## src/rtl/branch_predict_unit_if.sv

```systemverilog
// rtl/branch_predict_unit_if.sv - fetch lookup, EX resolve and redirect signals of the branch predictor
interface branch_predict_unit_if #(
  parameter int ADDR_W = 32
);
  logic [ADDR_W-1:0] if_pc;
  logic              pred_taken;
  logic [ADDR_W-1:0] pred_next_pc;
  logic              res_valid;
  logic [ADDR_W-1:0] res_pc;
  logic [ADDR_W-1:0] res_imm;
  logic              res_taken;
  logic              res_pred_taken;
  logic [ADDR_W-1:0] res_pred_target;
  logic              bp_flush;
  logic              redirect_valid;
  logic [ADDR_W-1:0] redirect_pc;

  modport master (
    output if_pc, res_valid, res_pc, res_imm, res_taken, res_pred_taken, res_pred_target, bp_flush,
    input  pred_taken, pred_next_pc, redirect_valid, redirect_pc
  );

  modport slave (
    input  if_pc, res_valid, res_pc, res_imm, res_taken, res_pred_taken, res_pred_target, bp_flush,
    output pred_taken, pred_next_pc, redirect_valid, redirect_pc
  );
endinterface

```

## src/rtl/branch_predict_unit.sv

```systemverilog
// rtl/branch_predict_unit.sv - direct-mapped BTB with 2-bit counters, EX-stage training and redirect
// Optional BP_STATS_EN adds stat_branches / stat_mispredicts counters.
module branch_predict_unit #(
  parameter int ADDR_W    = 32,
  parameter int ENTRIES   = 16,
  parameter int IMM_SHIFT = 2
) (
  input  logic                 clk,
  input  logic                 rst_n,
  branch_predict_unit_if.slave bp
`ifdef BP_STATS_EN
  ,
  output logic [31:0]          stat_branches,
  output logic [31:0]          stat_mispredicts
`endif
);
  localparam int IDX_W = $clog2(ENTRIES);
  localparam int TAG_W = ADDR_W - IDX_W - 2;

  logic [ENTRIES-1:0] valid_q;
  logic [TAG_W-1:0]   tag_q [ENTRIES];
  logic [1:0]         ctr_q [ENTRIES];
  logic [ADDR_W-1:0]  tgt_q [ENTRIES];

  logic [IDX_W-1:0]  lk_idx;
  logic [IDX_W-1:0]  rs_idx;
  logic [TAG_W-1:0]  lk_tag;
  logic [TAG_W-1:0]  rs_tag;
  logic              lk_hit;
  logic              rs_hit;
  logic [ADDR_W-1:0] rs_seq_pc;
  logic [ADDR_W-1:0] actual_target;
  logic [ADDR_W-1:0] actual_next;
  logic              mispredict;

  always_comb begin
    lk_idx = bp.if_pc[IDX_W+1:2];
    lk_tag = bp.if_pc[ADDR_W-1:IDX_W+2];
    lk_hit = valid_q[lk_idx] && (tag_q[lk_idx] == lk_tag);
    bp.pred_taken   = lk_hit && ctr_q[lk_idx][1];
    bp.pred_next_pc = bp.pred_taken ? tgt_q[lk_idx] : bp.if_pc + ADDR_W'(4);
  end

  // Target arithmetic wraps modulo 2^ADDR_W; carries out of the top bit are dropped.
  always_comb begin
    rs_idx        = bp.res_pc[IDX_W+1:2];
    rs_tag        = bp.res_pc[ADDR_W-1:IDX_W+2];
    rs_hit        = valid_q[rs_idx] && (tag_q[rs_idx] == rs_tag);
    rs_seq_pc     = bp.res_pc + ADDR_W'(4);
    actual_target = rs_seq_pc + (bp.res_imm << IMM_SHIFT);
    actual_next   = bp.res_taken ? actual_target : rs_seq_pc;
    mispredict    = bp.res_valid &&
                    ((bp.res_pred_taken != bp.res_taken) ||
                     (bp.res_pred_taken && bp.res_taken && (bp.res_pred_target != actual_target)));
  end

  // Flush takes priority over any same-cycle allocate or counter/target update.
  always_ff @(posedge clk or negedge rst_n) begin
    if (!rst_n) begin
      valid_q <= '0;
      for (int i = 0; i < ENTRIES; i++) begin
        tag_q[i] <= '0;
        ctr_q[i] <= 2'b01;
        tgt_q[i] <= '0;
      end
    end else if (bp.bp_flush) begin
      valid_q <= '0;
    end else if (bp.res_valid) begin
      if (rs_hit) begin
        if (bp.res_taken) begin
          if (ctr_q[rs_idx] != 2'b11) ctr_q[rs_idx] <= ctr_q[rs_idx] + 2'b01;
          tgt_q[rs_idx] <= actual_target;
        end else if (ctr_q[rs_idx] != 2'b00) begin
          ctr_q[rs_idx] <= ctr_q[rs_idx] - 2'b01;
        end
      end else if (bp.res_taken) begin
        valid_q[rs_idx] <= 1'b1;
        tag_q[rs_idx]   <= rs_tag;
        tgt_q[rs_idx]   <= actual_target;
        ctr_q[rs_idx]   <= 2'b10;
      end
    end
  end

  always_ff @(posedge clk or negedge rst_n) begin
    if (!rst_n) begin
      bp.redirect_valid <= 1'b0;
      bp.redirect_pc    <= '0;
    end else begin
      bp.redirect_valid <= mispredict;
      if (mispredict) bp.redirect_pc <= actual_next;
    end
  end

`ifdef BP_STATS_EN
  always_ff @(posedge clk or negedge rst_n) begin
    if (!rst_n) begin
      stat_branches    <= '0;
      stat_mispredicts <= '0;
    end else begin
      if (bp.res_valid) stat_branches <= stat_branches + 32'd1;
      if (mispredict) stat_mispredicts <= stat_mispredicts + 32'd1;
    end
  end
`endif
endmodule
```

## src/flat_wrapper.sv

```systemverilog
// flat-port wrapper written by rule: the top's interface ports become plain ports
module branch_predict_unit_flat 
#(
  parameter int ADDR_W    = 32,
  parameter int ENTRIES   = 16,
  parameter int IMM_SHIFT = 2
)
  (clk, rst_n, bp_if_pc, bp_res_valid, bp_res_pc, bp_res_imm, bp_res_taken, bp_res_pred_taken, bp_res_pred_target, bp_bp_flush, bp_pred_taken, bp_pred_next_pc, bp_redirect_valid, bp_redirect_pc);
  branch_predict_unit_if #(.ADDR_W(ADDR_W)) bp_i ();
  input  logic clk;
  input  logic rst_n;
  input wire logic [$bits(bp_i.if_pc)-1:0] bp_if_pc;
  input wire logic [$bits(bp_i.res_valid)-1:0] bp_res_valid;
  input wire logic [$bits(bp_i.res_pc)-1:0] bp_res_pc;
  input wire logic [$bits(bp_i.res_imm)-1:0] bp_res_imm;
  input wire logic [$bits(bp_i.res_taken)-1:0] bp_res_taken;
  input wire logic [$bits(bp_i.res_pred_taken)-1:0] bp_res_pred_taken;
  input wire logic [$bits(bp_i.res_pred_target)-1:0] bp_res_pred_target;
  input wire logic [$bits(bp_i.bp_flush)-1:0] bp_bp_flush;
  output wire logic [$bits(bp_i.pred_taken)-1:0] bp_pred_taken;
  output wire logic [$bits(bp_i.pred_next_pc)-1:0] bp_pred_next_pc;
  output wire logic [$bits(bp_i.redirect_valid)-1:0] bp_redirect_valid;
  output wire logic [$bits(bp_i.redirect_pc)-1:0] bp_redirect_pc;
  assign bp_i.if_pc = bp_if_pc;
  assign bp_i.res_valid = bp_res_valid;
  assign bp_i.res_pc = bp_res_pc;
  assign bp_i.res_imm = bp_res_imm;
  assign bp_i.res_taken = bp_res_taken;
  assign bp_i.res_pred_taken = bp_res_pred_taken;
  assign bp_i.res_pred_target = bp_res_pred_target;
  assign bp_i.bp_flush = bp_bp_flush;
  assign bp_pred_taken = bp_i.pred_taken;
  assign bp_pred_next_pc = bp_i.pred_next_pc;
  assign bp_redirect_valid = bp_i.redirect_valid;
  assign bp_redirect_pc = bp_i.redirect_pc;
  branch_predict_unit #(.ADDR_W(ADDR_W), .ENTRIES(ENTRIES), .IMM_SHIFT(IMM_SHIFT)) u_core (.clk(clk), .rst_n(rst_n), .bp(bp_i));
endmodule
```

## config.mk

```make
export PLATFORM = sky130hd
export DESIGN_NAME = branch_predict_unit_flat
export DESIGN_NICKNAME = d
export VERILOG_FILES = /design/src/rtl/branch_predict_unit_if.sv /design/src/rtl/branch_predict_unit.sv /design/src/flat_wrapper.sv
export SDC_FILE = /design/constraint.sdc
export NUM_CORES = 2
export LEC_CHECK = 0
export CAP_MARGIN = 40
export CORE_MARGIN = 5
export CORE_UTILIZATION = 45
export CTS_CLUSTER_SIZE = 25
export DETAILED_ROUTE_END_ITERATION = 10
export HOLD_SLACK_MARGIN = 0.1
export PLACE_DENSITY_LB_ADDON = 0.1
export RECOVER_POWER = 100
export SLEW_MARGIN = 20
export SYNTH_ARGS = -nofsm -noshare
export SYNTH_HDL_FRONTEND = slang
export SYNTH_SLANG_ARGS = --single-unit
```

## constraint.sdc

```tcl
create_clock -name clk -period 20.9 [get_ports clk]
set_input_delay 5.225 -clock clk [delete_from_list [all_inputs] [get_ports clk]]
set_output_delay 5.225 -clock clk [all_outputs]
set_load 0.05 [all_outputs]
```

# [Yosys cells after proc, flatten, opt, wreduce, memory -nomap -nowiden]
# Index checks and enable logic that the tools add are counted.
[classes] add_sub_neg=5 n_lt_le_gt_ge=6 n_eq_ne=7 n_mux=42 n_bitwise=8 n_reduce_logical=18
[ops] operator="$bwmux W512" count=1
[ops] operator="$bwmux W416" count=1
[ops] operator="$mux W32" count=10
[ops] operator="$bmux W26 S4" count=2
[ops] operator="$mux W26" count=5
[ops] operator="$bmux W32 S4" count=1
[ops] operator="$demux W32 S4" count=1
[ops] operator="$demux W26 S4" count=1
[ops] operator="$add A32 B3 Y32 const B" count=2
[ops] operator="$bwmux W32" count=2
[ops] operator="$mux W16" count=4
[ops] operator="$eq A26 B26 Y1" count=2
[ops] operator="$add A32 B32 Y32" count=1
[ops] operator="$ne A32 B32 Y1" count=1
[ops] operator="$or A16 B16 Y16" count=2
[ops] operator="$and A16 B16 Y16" count=1
[ops] operator="$bmux W2 S4" count=2
[ops] operator="$not A16 Y16" count=1
[ops] operator="$ge A5 B5 Y1 const B" count=2
[ops] operator="$lt A4 B5 Y1 const B" count=2
[ops] operator="$mux W2" count=5
[ops] operator="$not A4 Y5" count=2
[ops] operator="$reduce_bool A2 Y1" count=5
[ops] operator="$bmux W1 S4" count=2
[ops] operator="16 further kinds" count=28
[word_totals] reg_bits=1009 inputBits=134 out_inout_bits=66 word_cells=137

# [Depth between registers and ports, before layout]
[logic_depth] depth_word=9 mapped_depth=24 ltp_nobuf=18

# [Least setup slack after synthesis]
# No wires, ideal clock.
[synth_timing] kind="input to output" start="input bp_if_pc[2]" end="output bp_pred_taken" t_arrival_ns=10.105 required_time_ns=15.675 path_slack_ns=5.570 stages=12 n_path_buf=4 path_cell_list="clkbuf_1 > buf_2 > buf_2 > buf_1 > mux4_2 > mux4_2 > xnor2_1 > nand2_1 > nor3_1 > nand4_1 > or4_1 > nor4_1"
[synth_between] elab_chain_len=7 word_cells_on_any_way=12 cone_classes="eq/ne (1); mux (8); bitwise (1); reduce/logical (2)"
[synth_rtl] element="start, declared" line_no="flat_wrapper.sv:12" rtl="input wire logic [$bits(bp_i.if_pc)-1:0] bp_if_pc;"
[synth_rtl] element="$not A4 Y5 (not written as such)" line_no="branch_predict_unit.sv:39, branch_predict_unit.sv:40"
[synth_rtl] element="$bmux W26 S4" line_no="branch_predict_unit.sv:39" rtl="lk_hit = valid_q[lk_idx] && (tag_q[lk_idx] == lk_tag);"
[synth_rtl] element="$mux W26 (not written as such) (2 in series)" line_no="branch_predict_unit.sv:39"
[synth_rtl] element="$eq A26 B26 Y1" line_no="branch_predict_unit.sv:39"
[synth_rtl] element="$logic_and A1 B1 Y1" line_no="branch_predict_unit.sv:39"
[synth_rtl] element="$logic_and A1 B1 Y1 (*)" line_no="branch_predict_unit.sv:40" rtl="bp.pred_taken = lk_hit && ctr_q[lk_idx][1];"
[synth_rtl] element="end, declared" line_no="flat_wrapper.sv:20" rtl="output wire logic [$bits(bp_i.pred_taken)-1:0] bp_pred_taken;"
# Mark *: on every way between the ends. The rest lies on a longest branch, timed or not. The select of a mux whose other input is x is not followed.

# [Worst setup path after layout]
[layout_timing] start="input bp_if_pc[2]" end="output bp_pred_next_pc[3]"
[layout_between] elab_chain_len=8 word_cells_on_any_way=17 cone_classes="add/sub (1); eq/ne (1); mux (12); bitwise (1); reduce/logical (2)"
[layout_rtl] element="$not A4 Y5 (not written as such)" line_no="branch_predict_unit.sv:39, branch_predict_unit.sv:40, branch_predict_unit.sv:41"
[layout_rtl] element="$bmux W26 S4" line_no="branch_predict_unit.sv:39"
[layout_rtl] element="$mux W26 (not written as such) (2 in series)" line_no="branch_predict_unit.sv:39"
[layout_rtl] element="$eq A26 B26 Y1" line_no="branch_predict_unit.sv:39"
[layout_rtl] element="$logic_and A1 B1 Y1" line_no="branch_predict_unit.sv:39"
[layout_rtl] element="$logic_and A1 B1 Y1" line_no="branch_predict_unit.sv:40"
[layout_rtl] element="$mux W32 (*)" line_no="branch_predict_unit.sv:41" rtl="bp.pred_next_pc = bp.pred_taken ? tgt_q[lk_idx] : bp.if_pc + ADDR_W'(4);"
[layout_rtl] element="end, declared" line_no="flat_wrapper.sv:21" rtl="output wire logic [$bits(bp_i.pred_next_pc)-1:0] bp_pred_next_pc;"
# Marks and branches as above.

==> reports/summary.txt <==
Result of the run - complete, but fails checks
Failing checks - capacitance limit, slew limit
Top cells by area in the synthesized netlist - dfrtp_1 47%, mux4_2 18%, mux2_2 7.6%, o21ai_0 4.9%, nand2_1 4.2%
Placed cells - 5688
Sequential cell area - 0.0253 sq mm
Fill count - 10300
Leading area contributor after synthesis - dfrtp_1
Logic pwr share - 20.2%
TNS Setup - 0 ps
Post-detailed-placement cell area - 0.0565 sq mm
Worst setup timing slack at the placement stage - 4970 ps
Total of flip-flops plus latches after synthesis - 1009
Net count of the mapped netlist - 4407
Post-CTS setup buffers - 0
Number of flops mapped to enable cells by yosys - 0
Global placer's final weighted congestion - 0.917
Total of hold buffers inserted after clock tree synthesis - 0
Sequential cell area fraction in the yosys report - 48.0%
Worst EP arrival - 12370 ps
TritonCTS sink count - 1009
Total setup violations reported at the end of the flow - 0
Antenna violations before repair - 6
H-tree level count - 3
# IOs - 200
Reg2reg path depth - 11
Initial Utilization - 45.3%
Worst endpoint required time - 15670 ps
CTS Root Cell - clkbuf_16
Critical path class - input pin to output pin
Post-route clock skew - 36.3 ps
Gates resized, CTS repair - 0
Synth Flop Type - dfrtp_1
Overall via count from detail_route - 35400
Shortest clock period the worst path allows after layout - 17600 ps
Period Utilization, post-route - 84.2%
DRC - 0
Unrepaired setup endpoints after global routing - false
Final Net Count - 4458
Overflow left after global routing - 0
Antenna viol nets, final - 0
Number of buffers inserted during clock tree synthesis - 110
Clk pwr share - 35.6%
TritonCTS clock tree - built
Post-synthesis instance total - 4227
Post-Layout Cell Count - 5893
Max-cap viol count - 49
Peak supply drop - 72.6 uV
Highest net fanout along the worst path - 83
Core outline area - 0.116 sq mm
Hold Path Depth - 2
Core Util, Final - 51.0%
Area share of the largest cell type after synthesis - 47.2%
Pre-Repair DR Iteration Count - 5
WL per Instance - 28.1 um
Multi-input combinational cell area - 0.0256 sq mm
Element type at the critical path start - input pin
Die Y-Extent - 352 um
Share of post-route cells with drive strength above 1 - 23.8%
Post-Layout Inst Area - 0.0593 sq mm
Number of buffers on the longest clock path - 3
Post-synthesis cell area - 0.0526 sq mm
Sw power - 1.61 mW
Total detailed-routing wirelength - 165 mm
Mapped Avg Cell Area - 12.4 sq um
Fraction of power spent switching nets - 29.1%
Overall power consumption - 5.52 mW
Area growth from synthesis to layout - 12.7%
Async SR Flop Fraction - 100%
Count of warnings emitted by yosys - 0
Register-to-register setup slack - 14780 ps
Number of distinct library cells after synthesis - 76
First-pass GRT wire length - 247 mm
Drt initial violations - 2866
P per Cell Area - 93.1 mW/mm^2
Vias in the first global route - 36000
HPWL after detailed placement - 104 mm
Slew Viols, Final - 1828
Post-detailed-route via-to-cell ratio - 6.01
Die area - 0.124 sq mm
Overall routing resource usage - 26.6%
Hold Path Class - register to register
Least-Margin Pin Slew - 5830 ps
Final hold viol count - 0
Critical Path End Type - output pin
Internal power summed over all cells - 3.91 mW
Chip Width - 352 um
Largest net degree at the start of global routing - 175
Number of port buffers - 197
PnR worst setup slack - 3300 ps
Max Clock Freq - 56.8 MHz
Static Leakage - 25.7 nW
Clock transition at path regs - 50 ps
Tightest hold margin - 474 ps
Source-to-sink clock delay at the later pin of the worst-skew pair - 720 ps
Site Rows - 125
Fraction of power consumed by sequential logic - 44.2%
Tightest slew margin relative to the limit - -288%
[cells in the mapped netlist, types with 5 or more instances]
cell and count:
nand4_1 27, nand2b_1 5, a21oi_1 89, or2_2 5, nor3_1 32, mux4_2 413, nand2_1 582, a221oi_1 10
nor4_1 8, o32ai_1 5, o2111ai_1 7, o21ai_0 514, mux2_2 355, o32ai_2 7, clkbuf_1 248, ha_1 45
nand3_1 49, inv_1 23, a22oi_1 7, mux2_1 174, or3_1 11, xor2_1 65, a21o_1 23, nor2_1 118
buf_2 53, a211oi_1 10, and2_1 6, buf_1 62, xnor2_1 90, o211ai_1 11, nor2b_1 25, a22o_1 9
and3_1 10, o21a_1 5, dfstp_2 16, mux2i_1 22, and4_1 6, dfrtp_1 993, buf_6 20
[area by class of cell]
cell class	instances	share of cell area, %
antenna	5	0.0211
timing repair buffer	325	4.65
clock inverter	26	0.511
tap	1524	3.22
multi-input combinational	2808	43.2
inverter	24	0.152
sequential	1009	42.6
clock buffer	172	5.63
[worst max-delay path: stages]
cell	delay [ps]
buf_8	660
clkbuf_1	2260
mux4_2	730
mux4_2	600
xnor2_1	240
nand2_1	80
or3b_2	460
nor4b_1	300
nand4_1	130
buf_4	340
mux2_2	360
dlygate4sd3_1	890
[cells by family (layout without fill, tap and decap cells)]
group / count (synthesis) / after routing / synth area share [%]
and+or+nand+nor: 900 / 900 / 7.28
DFF: 1009 / 1009 / 48.0
xor gates and xnor gates: 161 / 161 / 2.84
adders and majority gates: 46 / 46 / 1.11
other: 0 / 5 / 0
AOI/OAI and AO/OA: 735 / 735 / 7.91
buffers and inverters: 410 / 547 / 3.36
muxes: 966 / 966 / 29.5
[path summary, 6_finish.rpt]
| path | start | to |
|---|---|---|
| max | bp_if_pc[2] | bp_pred_next_pc[3] |
| min | u_core.tgt_q[399] | u_core.tgt_q[399] |
| max reg2reg | u_core.tag_q[7] | u_core.tag_q[84] |
| min reg2reg | u_core.tgt_q[399] | u_core.tgt_q[399] |
| max in group asynchronous | rst_n | u_core.tag_q[35] |
| min in group asynchronous | rst_n | u_core.tgt_q[352] |
[registers in the layout, summed over array words and instances, names as in the netlist]
register	count
u_core.tgt_q	512
u_core.tag_q	416
u_core.bp.redirect_pc	32
u_core.ctr_q	32
u_core.valid_q	16
u_core.bp.redirect_valid	1
[routing by layer]
| metal | track usage, % | part of all wire [%] | vias to the layer above |
|---|---|---|---|
| li1 | - | - | 15600 |
| met3 | 5.24 | 6.4 | 268 |
| met1 | 37.7 | 44 | 18500 |
| met4 | 6.38 | 2.9 | 10 |
| met5 | 0 | 0.048 | - |
| met2 | 42.6 | 46 | 1016 |
[cells in the final DEF (no fill, tap or decap), types with 46 or more instances in the layout]
cell type / synthesis / routed
clkbuf_16: 0 / 112
mux2_1: 174 / 176
a21oi_1: 89 / 89
xnor2_1: 90 / 90
nand3_1: 49 / 49
dlygate4sd3_1: 0 / 66
mux4_2: 413 / 413
o21ai_0: 514 / 515
mux2_2: 355 / 355
nand2_1: 582 / 580
dfrtp_1: 993 / 993
nor2_1: 118 / 118
buf_4: 3 / 46
xor2_1: 65 / 60
clkbuf_1: 248 / 103
clkdlybuf4s50_1: 0 / 123
[power by group through the flow]
stage,sequential [mW],combinational (mW),clock [mW]
after floorplan,2.47,0.706,0
after global placement,2.46,1.12,0
after detailed placement,2.47,1.15,0
after CTS,2.43,1.15,2.00
after global routing,2.48,1.21,2.08
final,2.44,1.12,1.97
Power figures use the tool's default switching activity.
